## src/rtl/pipeline_run_monitor.sv

```systemverilog
// rtl/pipeline_run_monitor.sv - run-completion monitor with drain, watchdog and counters
module pipeline_run_monitor #(
  parameter int NUM_CORES      = 1,
  parameter int DRAIN_CYCLES   = 2,
  parameter int TIMEOUT_CYCLES = 100000,
  parameter int CNT_WIDTH      = 32
) (
  input  logic                 clock,
  input  logic                 reset_n,
  input  logic                 start,
  input  logic                 clear,
  input  logic [NUM_CORES-1:0] program_done,
  input  logic [NUM_CORES-1:0] done_mask,
  input  logic [NUM_CORES-1:0] retire_valid,
  output logic                 terminate,
  output logic                 timed_out,
  output logic                 running,
  output logic [NUM_CORES-1:0] done_flags,
  output logic [CNT_WIDTH-1:0] cycle_count,
  output logic [CNT_WIDTH-1:0] retire_count
);

  localparam int PW = $clog2(NUM_CORES + 1);
  localparam int SW = CNT_WIDTH + PW;
  localparam int DW = (DRAIN_CYCLES > 1) ? $clog2(DRAIN_CYCLES) : 1;
  localparam logic [DW-1:0] DRAIN_LAST = DW'((DRAIN_CYCLES > 0) ? DRAIN_CYCLES - 1 : 0);
  localparam logic [CNT_WIDTH-1:0] TO_LAST = CNT_WIDTH'((TIMEOUT_CYCLES > 0) ? TIMEOUT_CYCLES - 1 : 0);
  localparam logic [CNT_WIDTH-1:0] CNT_MAX = '1;
  localparam bit WDOG_EN   = (TIMEOUT_CYCLES != 0);
  localparam bit NO_DRAIN  = (DRAIN_CYCLES == 0);

  typedef enum logic [2:0] {
    S_IDLE    = 3'd0,
    S_RUN     = 3'd1,
    S_DRAIN   = 3'd2,
    S_DONE    = 3'd3,
    S_TIMEOUT = 3'd4
  } state_t;

  state_t                 r_state;
  logic [NUM_CORES-1:0]   r_prev_done;
  logic [NUM_CORES-1:0]   r_done_flags;
  logic [DW-1:0]          r_drain_cnt;
  logic [CNT_WIDTH-1:0]   r_cycle_count;
  logic [CNT_WIDTH-1:0]   r_retire_count;
  logic                   r_terminate;
  logic                   r_timed_out;
  logic                   r_running;

  logic [NUM_CORES-1:0]   w_rise;
  logic [NUM_CORES-1:0]   w_flags_next;
  logic                   w_all_done;
  logic                   w_timeout_hit;
  logic [PW-1:0]          w_pop;
  logic [SW-1:0]          w_retire_sum;
  logic [CNT_WIDTH-1:0]   w_retire_next;
  logic [CNT_WIDTH-1:0]   w_cycle_next;

  // A done line only counts on a fresh 0->1 transition, so lines already high at start are ignored
  assign w_rise        = program_done & ~r_prev_done;
  assign w_flags_next  = r_done_flags | w_rise;
  assign w_all_done    = &(w_flags_next | done_mask);
  assign w_timeout_hit = WDOG_EN && (r_cycle_count == TO_LAST);
  assign w_cycle_next  = (r_cycle_count == CNT_MAX) ? r_cycle_count : r_cycle_count + 1'b1;

  // Count retirements this edge across all cores, masked ones included
  always_comb begin
    w_pop = '0;
    for (int i = 0; i < NUM_CORES; i++) begin
      w_pop = w_pop + PW'(retire_valid[i]);
    end
  end

  // Saturating add: widen, compare against the counter ceiling, clamp
  always_comb begin
    w_retire_sum  = SW'(r_retire_count) + SW'(w_pop);
    w_retire_next = (w_retire_sum > SW'(CNT_MAX)) ? CNT_MAX : w_retire_sum[CNT_WIDTH-1:0];
  end

  // Run-control FSM with registered status outputs; clear overrides every transition
  always_ff @(posedge clock or negedge reset_n) begin
    if (!reset_n) begin
      r_state        <= S_IDLE;
      r_prev_done    <= '0;
      r_done_flags   <= '0;
      r_drain_cnt    <= '0;
      r_cycle_count  <= '0;
      r_retire_count <= '0;
      r_terminate    <= 1'b0;
      r_timed_out    <= 1'b0;
      r_running      <= 1'b0;
    end else begin
      r_prev_done <= program_done;
      if (clear) begin
        r_state        <= S_IDLE;
        r_done_flags   <= '0;
        r_drain_cnt    <= '0;
        r_cycle_count  <= '0;
        r_retire_count <= '0;
        r_terminate    <= 1'b0;
        r_timed_out    <= 1'b0;
        r_running      <= 1'b0;
      end else begin
        case (r_state)
          S_IDLE: begin
            if (start) begin
              r_state        <= S_RUN;
              r_running      <= 1'b1;
              r_done_flags   <= '0;
              r_cycle_count  <= '0;
              r_retire_count <= '0;
            end
          end
          S_RUN: begin
            r_cycle_count  <= w_cycle_next;
            r_retire_count <= w_retire_next;
            r_done_flags   <= w_flags_next;
            if (w_all_done) begin
              r_drain_cnt <= '0;
              if (NO_DRAIN) begin
                r_state     <= S_DONE;
                r_running   <= 1'b0;
                r_terminate <= 1'b1;
              end else begin
                r_state <= S_DRAIN;
              end
            end else if (w_timeout_hit) begin
              r_state     <= S_TIMEOUT;
              r_running   <= 1'b0;
              r_terminate <= 1'b1;
              r_timed_out <= 1'b1;
            end
          end
          S_DRAIN: begin
            r_cycle_count  <= w_cycle_next;
            r_retire_count <= w_retire_next;
            r_drain_cnt    <= r_drain_cnt + 1'b1;
            if (r_drain_cnt == DRAIN_LAST) begin
              r_state     <= S_DONE;
              r_running   <= 1'b0;
              r_terminate <= 1'b1;
            end
          end
          default: begin
          end
        endcase
      end
    end
  end

  assign terminate    = r_terminate;
  assign timed_out    = r_timed_out;
  assign running      = r_running;
  assign done_flags   = r_done_flags;
  assign cycle_count  = r_cycle_count;
  assign retire_count = r_retire_count;

endmodule

```

## config.mk

```make
export PLATFORM = sky130hd
export DESIGN_NAME = pipeline_run_monitor
export DESIGN_NICKNAME = d
export VERILOG_FILES = /design/src/rtl/pipeline_run_monitor.sv
export SDC_FILE = /design/constraint.sdc
export NUM_CORES = 1
export LEC_CHECK = 0
export CORE_ASPECT_RATIO = 1.1
export CORE_MARGIN = 2
export CORE_UTILIZATION = 55
export CTS_CLUSTER_SIZE = 28
export DETAILED_ROUTE_END_ITERATION = 12
export MAX_ROUTING_LAYER = met4
export PLACE_DENSITY = 0.79
export SYNTH_ARGS = -nofsm -noshare
export SYNTH_HDL_FRONTEND = slang
export SYNTH_SLANG_ARGS = --single-unit
```

## constraint.sdc

```tcl
create_clock -name clock -period 3.1 [get_ports clock]
set_clock_uncertainty 0.05 [all_clocks]
set_input_delay 0.93 -clock clock [delete_from_list [all_inputs] [get_ports clock]]
set_output_delay 0.93 -clock clock [all_outputs]
set_load 0.01 [all_outputs]
```

==> results of run 1 <==
[final cells by class]
class / count / area (µm²)
clock buffers: 9 / 124
clock inverters: 7 / 101
fillers: 618 / 2270
inverters: 19 / 71.3
multi-input cells: 374 / 2330
flip-flops and latches: 73 / 1830
well taps: 108 / 135
repair buffers: 96 / 926
[registers in the layout, summed over array words and instances (netlist names)]
register / flops
retire_count: 32
cycle_count: 32
r_state: 3
terminate: 1
done_flags: 1
running: 1
timed_out: 1
r_drain_cnt: 1
r_prev_done: 1
[path summary, 6_finish.rpt]
path / startpoint / to / slack, ns / cells past startpoint
max in group asynchronous: reset_n / retire_count[23]$_DFFE_PN0P_ / 1.75 / 2
worst max-delay path: retire_valid / retire_count[29]$_DFFE_PN0P_ / 0.45 / 7
worst max register to register: cycle_count[0]$_DFFE_PN0P_ / cycle_count[24]$_DFFE_PN0P_ / 0.82 / 7
min in group asynchronous: reset_n / cycle_count[16]$_DFFE_PN0P_ / 0.57 / 1
worst min register to register: running$_DFFE_PN0P_ / running$_DFFE_PN0P_ / 0.46 / 1
worst min-delay path: running$_DFFE_PN0P_ / running$_DFFE_PN0P_ / 0.46 / 1
[kinds of logic (layout without fill, tap and decap cells)]
logic type / count (synthesis) / count (layout)
buffers and inverters: 44 / 131
muxes: 1 / 1
adders and majority gates: 3 / 3
xor gates and xnor gates: 21 / 21
DFF: 73 / 73
AOI/OAI and AO/OA: 138 / 138
and+or+nand+nor: 211 / 211
[metal layers]
metal / track usage [%] / wire, µm / share of wire, %
met2: 45.0 / 5970 / 51
met5: - / 0 / 0
met4: 14.5 / 325 / 2.8
met1: 36.2 / 4710 / 40
met3: 3.82 / 673 / 5.8
[cell usage after synthesis (2+ instances only)]
| cell | instances | area share, % |
|---|---|---|
| o31ai_1 | 4 | 0.69 |
| o2bb2ai_1 | 4 | 0.80 |
| and4_1 | 3 | 0.60 |
| dfrtp_1 | 73 | 42 |
| clkbuf_1 | 12 | 1.0 |
| o311ai_0 | 3 | 0.60 |
| nand4_4 | 2 | 0.98 |
| nor4_1 | 7 | 1.0 |
| xnor2_1 | 21 | 4.2 |
| nand4_1 | 17 | 2.4 |
| a31oi_1 | 13 | 1.9 |
| nand2_1 | 46 | 4.0 |
| buf_6 | 2 | 0.52 |
| a211oi_1 | 8 | 1.4 |
| nand3_1 | 32 | 3.7 |
| nand2b_1 | 5 | 0.72 |
| a22o_1 | 8 | 1.6 |
| a21oi_1 | 29 | 3.3 |
| and2_1 | 2 | 0.29 |
| nor3_1 | 8 | 0.92 |
| buf_1 | 2 | 0.17 |
| o211ai_1 | 3 | 0.52 |
| nor2_1 | 49 | 4.2 |
| o21a_1 | 2 | 0.34 |
| ha_1 | 3 | 0.86 |
| and3_1 | 12 | 1.7 |
| nor2b_1 | 2 | 0.29 |
| o21ai_0 | 45 | 5.2 |
| nor3_2 | 4 | 0.92 |
| a21oi_4 | 2 | 0.75 |
| or4_1 | 5 | 0.86 |
| a41oi_1 | 2 | 0.40 |
| a21o_1 | 6 | 1.0 |
| inv_1 | 19 | 1.6 |
| and4_4 | 2 | 0.52 |
| nor4_4 | 3 | 1.5 |
| a211oi_2 | 2 | 0.57 |
| buf_2 | 6 | 0.69 |
| nor4_2 | 2 | 0.57 |
| or3_1 | 2 | 0.29 |
| buf_4 | 3 | 0.52 |
[worst max-delay path, stage by stage]
cell and delay (ns):
clkdlybuf4s50_1 0.49, ha_1 0.18, nand2_1 0.11, nor4_4 0.28
nand4_1 0.26, or4_1 0.55, nand3_1 0.10
[report_power, final]
| group | internal [mW] | leakage (nW) | switching [mW] |
|---|---|---|---|
| registers | 0.982 | 1.01 | 0.0487 |
| logic | 0.164 | 1.07 | 0.276 |
| clock network | 0.460 | 0.106 | 0.410 |
[stage by stage]
stage          total power, mW  hold slack, ns  setup slack (ns)
6_report                  2.34           0.456             0.449
5_1_grt                   2.44           0.497             0.312
4_1_cts                   2.34           0.457             0.461
3_5_place_dp              1.49           0.437            0.0864
3_3_place_gp              1.47           0.432             0.144
2_1_floorplan             1.32           0.480             0.662
==> results_dict.tcl, run 1 <==
set metrics [dict create \
    outcome "finished, final reports clean" \
    synth_nets 501 \
    via_per_inst 6.22 \
    synth-simple-area-share_pct 27.1 \
    hold_viol_final 0 \
    cts.sinks 73 \
    fin_cells 686 \
    rsz0062_at_grt "false" \
    critPathCaptureType "flip-flop" \
    grt_pass1_vias 4114 \
    overflow 0 \
    layout-drive-gt1-share_pct 11.1 \
    gp_congestion 0.884 \
    syn_area_um2 4350 \
    hp-class "flip-flop to flip-flop" \
    cts_tree "yes" \
    synthAdderAreaFrac_pct 0.862 \
    maxSlewViolCount 0 \
    routed_wl_um 11700 \
    cp-start-kind "input pin" \
    finalNetCount 583 \
    worstSkewPairLatency_ns 0.37 \
    synth-main-ff-cell "dfrtp_1" \
    yosys.area_share.xor_xnor_pct 4.22 \
    rows 34 \
    die_h_um 97.3 \
    fin_util_pct 70.9 \
    finalCritPeriodShare_pct 85.5 \
    cp.arrival_ns 2.90 \
    cts.repair.resized 0 \
    grt_pass1_wl_um 19300 \
    antenna_cells 0 \
    syn_inst 491 \
    synth_compound_area_share_pct 21.1 \
    ir_worst_vdd_uv 283 \
    syn_avg_cell_area_um2 8.87 \
    grtUsageTotal_pct 28.8 \
    antenna_found_initial 0 \
    async_flop_share_pct 100 \
    path_class "input pin to flip-flop" \
    cp_data_required_time_ns 3.35 \
    clk_pin_slew_ns 0.09 \
    die_area_um2 8650 \
    grt_max_degree 42 \
    drtIter0Drc 287 \
    cts_made_buffers 9 \
    seq_area_frac_synth_pct 42.0 \
    avgRoutedWirePerCell_um 17.0 \
    synth_edf_count 0 \
    slew_headroom_pct 49.7 \
    ctsLongestPathBuffers 2 \
    post-route-drc-count 0 \
    ioPinCount 75 \
    dr.pass1.iters 6 \
    dp_cells 670 \
    setup_tns_ns 0 \
    p_per_area_nw_per_um2 424 \
    synth_mux_area_share_pct 0.230 \
    placed_area_um2 5290 \
    dp_hpwl_um 8120 \
    yosysWarnings 0 \
    route.vias.total 4269 \
    power_leakage_nw 2.19 \
    ys_seq_elements 73 \
    io_buffer_count 74 \
    ant_nets 0 \
    die_w_um 88.8 \
    setup_viol 0 \
    synth_top_family_by_area "simple AND/OR/NAND/NOR gates" \
    maxCapViolCount 0 \
    core-area_um2 7780 \
    cts_root_buffer "clkbuf_8" \
    postCtsSetupBuffers 0 \
    area_growth_pct 26.7 \
    synthDistinctLibCells 57 \
    final_cell_mix "dfrtp_1, clkdlybuf4s50_1, nor2_1" \
    timing.fmax_mhz 377 \
    htreeDepth 3 \
    fin_crit_ns 2.65 \
    final_area_um2 5520 \
    worst_pin_slew_ns 0.755 \
    worst-path-max-fanout 7 \
    initial_core_util_pct 55.9 \
    cts_hold_buf 0 \
]
Power figures use the tool's default switching activity.
==> run 2, diff against run 1 <==
--- a/config.mk
+++ b/config.mk
@@ -7,11 +7,11 @@
 export LEC_CHECK = 0
 export CORE_ASPECT_RATIO = 1.1
 export CORE_MARGIN = 2
-export CORE_UTILIZATION = 55
+export CORE_UTILIZATION = 54
 export CTS_CLUSTER_SIZE = 28
 export DETAILED_ROUTE_END_ITERATION = 12
 export MAX_ROUTING_LAYER = met4
-export PLACE_DENSITY = 0.79
+export PLACE_DENSITY = 0.77
 export SYNTH_ARGS = -nofsm -noshare
 export SYNTH_HDL_FRONTEND = slang
 export SYNTH_SLANG_ARGS = --single-unit
==> constraint.sdc (replaced) <==
create_clock -name clock -period 2.63 [get_ports clock]
set_clock_uncertainty 0.05 [all_clocks]
set_input_delay 0.789 -clock clock [delete_from_list [all_inputs] [get_ports clock]]
set_output_delay 0.789 -clock clock [all_outputs]
set_load 0.01 [all_outputs]
==> run 2 against run 1 <==
Core utilization rose by 1.6 points. Wire length up 4.2%. Sequential power grew 17%. Final area increased by 3.4%. Final cell count up 2.6%. Power up 26%. Critical endpoint is now retire_count[24]$_DFFE_PN0P_. Highest routed layer unchanged.
==> results_dict.tcl, run 2 (same netlist as run 1, synthesis figures left out) <==
set metrics [dict create \
    htreeDepth 3 \
    worst-path-max-fanout 5 \
    postCtsSetupBuffers 0 \
    antenna_cells 0 \
    grt_pass1_vias 4276 \
    crit_buf_inv 2 \
    path_class "input pin to flip-flop" \
    die_h_um 98.2 \
    die_w_um 89.6 \
    cts.sinks 73 \
    cpPeakStageDelay_ns 0.50 \
    setup_viol 0 \
    routed_wl_um 12200 \
    cp_data_required_time_ns 2.87 \
    finalCritPeriodShare_pct 93.6 \
    worst_pin_slew_ns 0.536 \
    drtIter0Drc 307 \
    whs_ns 0.323 \
    ioPinCount 75 \
    detailedPlace.worstSlack_ns -0.245 \
    fin_util_pct 72.5 \
    p_per_area_nw_per_um2 518 \
    reg2reg_slack_ns 0.32 \
    grt_pass1_wl_um 20000 \
    cts_hold_buf 0 \
    path_cells "clkdlybuf4s50_1 -> ha_1 -> nand4_1 -> nor3_2 -> buf_4 -> and2_1 -> nand3_1 -> o21ai_0 -> o2bb2ai_1" \
    overflow 0 \
    cts_root_buffer "clkbuf_8" \
    grtUsageTotal_pct 29.5 \
    critPathTopFamily "simple AND/OR/NAND/NOR gates" \
    power_leakage_nw 2.31 \
    cts_made_buffers 9 \
    ant_nets 0 \
    cp.arrival_ns 2.70 \
    fin_crit_ns 2.46 \
    grt_max_degree 44 \
    die_area_um2 8800 \
    ir_worst_vdd_uv 265 \
    cp-start-kind "input pin" \
    timing.final.ws_setup_ns 0.169 \
    antenna_found_initial 0 \
    area_growth_pct 31.1 \
    route.vias.total 4310 \
    finalNetCount 601 \
    slew_headroom_pct 64.3 \
    avgRoutedWirePerCell_um 17.3 \
    core-area_um2 7870 \
    hold_viol_final 0 \
    final_cell_mix "dfrtp_1, clkdlybuf4s50_1, nor2_1" \
    dp_hpwl_um 8560 \
    critPathCaptureType "flip-flop" \
    ctsLongestPathBuffers 2 \
    hp-class "input pin to async pin" \
    cp_slowest_cell "clkdlybuf4s50_1" \
    layout-drive-gt1-share_pct 13.8 \
    clk_pin_slew_ns 0.08 \
    post-route-drc-count 0 \
    cts_tree "yes" \
    worstSkewPairLatency_ns 0.37 \
    io_buffer_count 74 \
    maxCapViolCount 0 \
    initial_core_util_pct 55.3 \
    rows 34 \
    outcome "finished, final reports clean" \
    gp_congestion 0.923 \
    via_per_inst 6.12 \
    rsz0062_at_grt "false" \
    dr.pass1.iters 5 \
    maxSlewViolCount 0 \
    timing.fmax_mhz 406 \
]
-- run 2: path summary, 6_finish.rpt --
check,cells past startpoint,to,startpoint
worst max-delay path,9,retire_count[24]$_DFFE_PN0P_,retire_valid
worst min-delay path,1,cycle_count[16]$_DFFE_PN0P_,reset_n
worst max register to register,7,cycle_count[24]$_DFFE_PN0P_,cycle_count[1]$_DFFE_PN0P_
worst min register to register,1,running$_DFFE_PN0P_,running$_DFFE_PN0P_
max in group asynchronous,2,retire_count[11]$_DFFE_PN0P_,reset_n
min in group clock,1,running$_DFFE_PN0P_,running$_DFFE_PN0P_
-- run 2: final cells by class --
| cell class | instances | area (µm²) |
|---|---|---|
| clock buffer | 9 | 124 |
| clock inverter | 7 | 143 |
| fill | 618 | 2160 |
| inverter | 19 | 71.3 |
| multi-input combinational | 374 | 2330 |
| sequential | 73 | 1830 |
| tap | 108 | 135 |
| timing repair buffer | 114 | 1070 |
-- run 2: per-stage QoR --
stage               power (mW)  instances  TNS (ns)  cell area, µm²
finish                    2.95        704         0            5710
global route              3.07        704         0            5710
CTS                       2.97        704         0            5710
detailed placement        1.78        688     -3.98            5440
global placement          1.76        688     -2.02            5440
floorplan                 1.55        491         0            4350
-- run 2: worst register-to-register path: cells and delay by family, from the launching register on --
| family | cells | cell delay [ns] |
|---|---|---|
| flip-flops | 1 | 0.41 |
| adder cells (fa/ha/maj) | 1 | 0.26 |
| XOR/XNOR | 1 | 0.18 |
| AND/OR/NAND/NOR | 5 | 1.30 |
-- run 2: report_power, final --
group          switching (mW)  leakage, nW  internal, mW
combinational           0.337         1.17         0.218
sequential             0.0537         1.01          1.16
clock                   0.460        0.133         0.727
total                   0.850         2.31          2.10
-- run 2: timing repair --
item / 4_1_cts / 5_1_grt
setup endpoints to repair: 0 / 3
endpoints found under the hold margin: 0 / 0
resized for setup: 0 / 2
-- run 2: layer usage --
| layer | wire (µm) | vias up | track usage (%) |
|---|---|---|---|
| li1 | - | 2009 | - |
| met1 | 4850 | 2087 | 36.0 |
| met2 | 6280 | 177 | 48.0 |
| met3 | 665 | 37 | 3.97 |
| met4 | 365 | 0 | 12.9 |
| met5 | 0 | - | - |
==> run 3, diff against run 2 <==
--- a/config.mk
+++ b/config.mk
@@ -10,6 +10,7 @@
 export CORE_UTILIZATION = 54
 export CTS_CLUSTER_SIZE = 28
 export DETAILED_ROUTE_END_ITERATION = 12
+export GPL_ROUTABILITY_DRIVEN = 0
 export MAX_ROUTING_LAYER = met4
 export PLACE_DENSITY = 0.77
 export SYNTH_ARGS = -nofsm -noshare
==> results of run 3 <==
The final DEF is identical to that of run 2; final timing and power are the same.
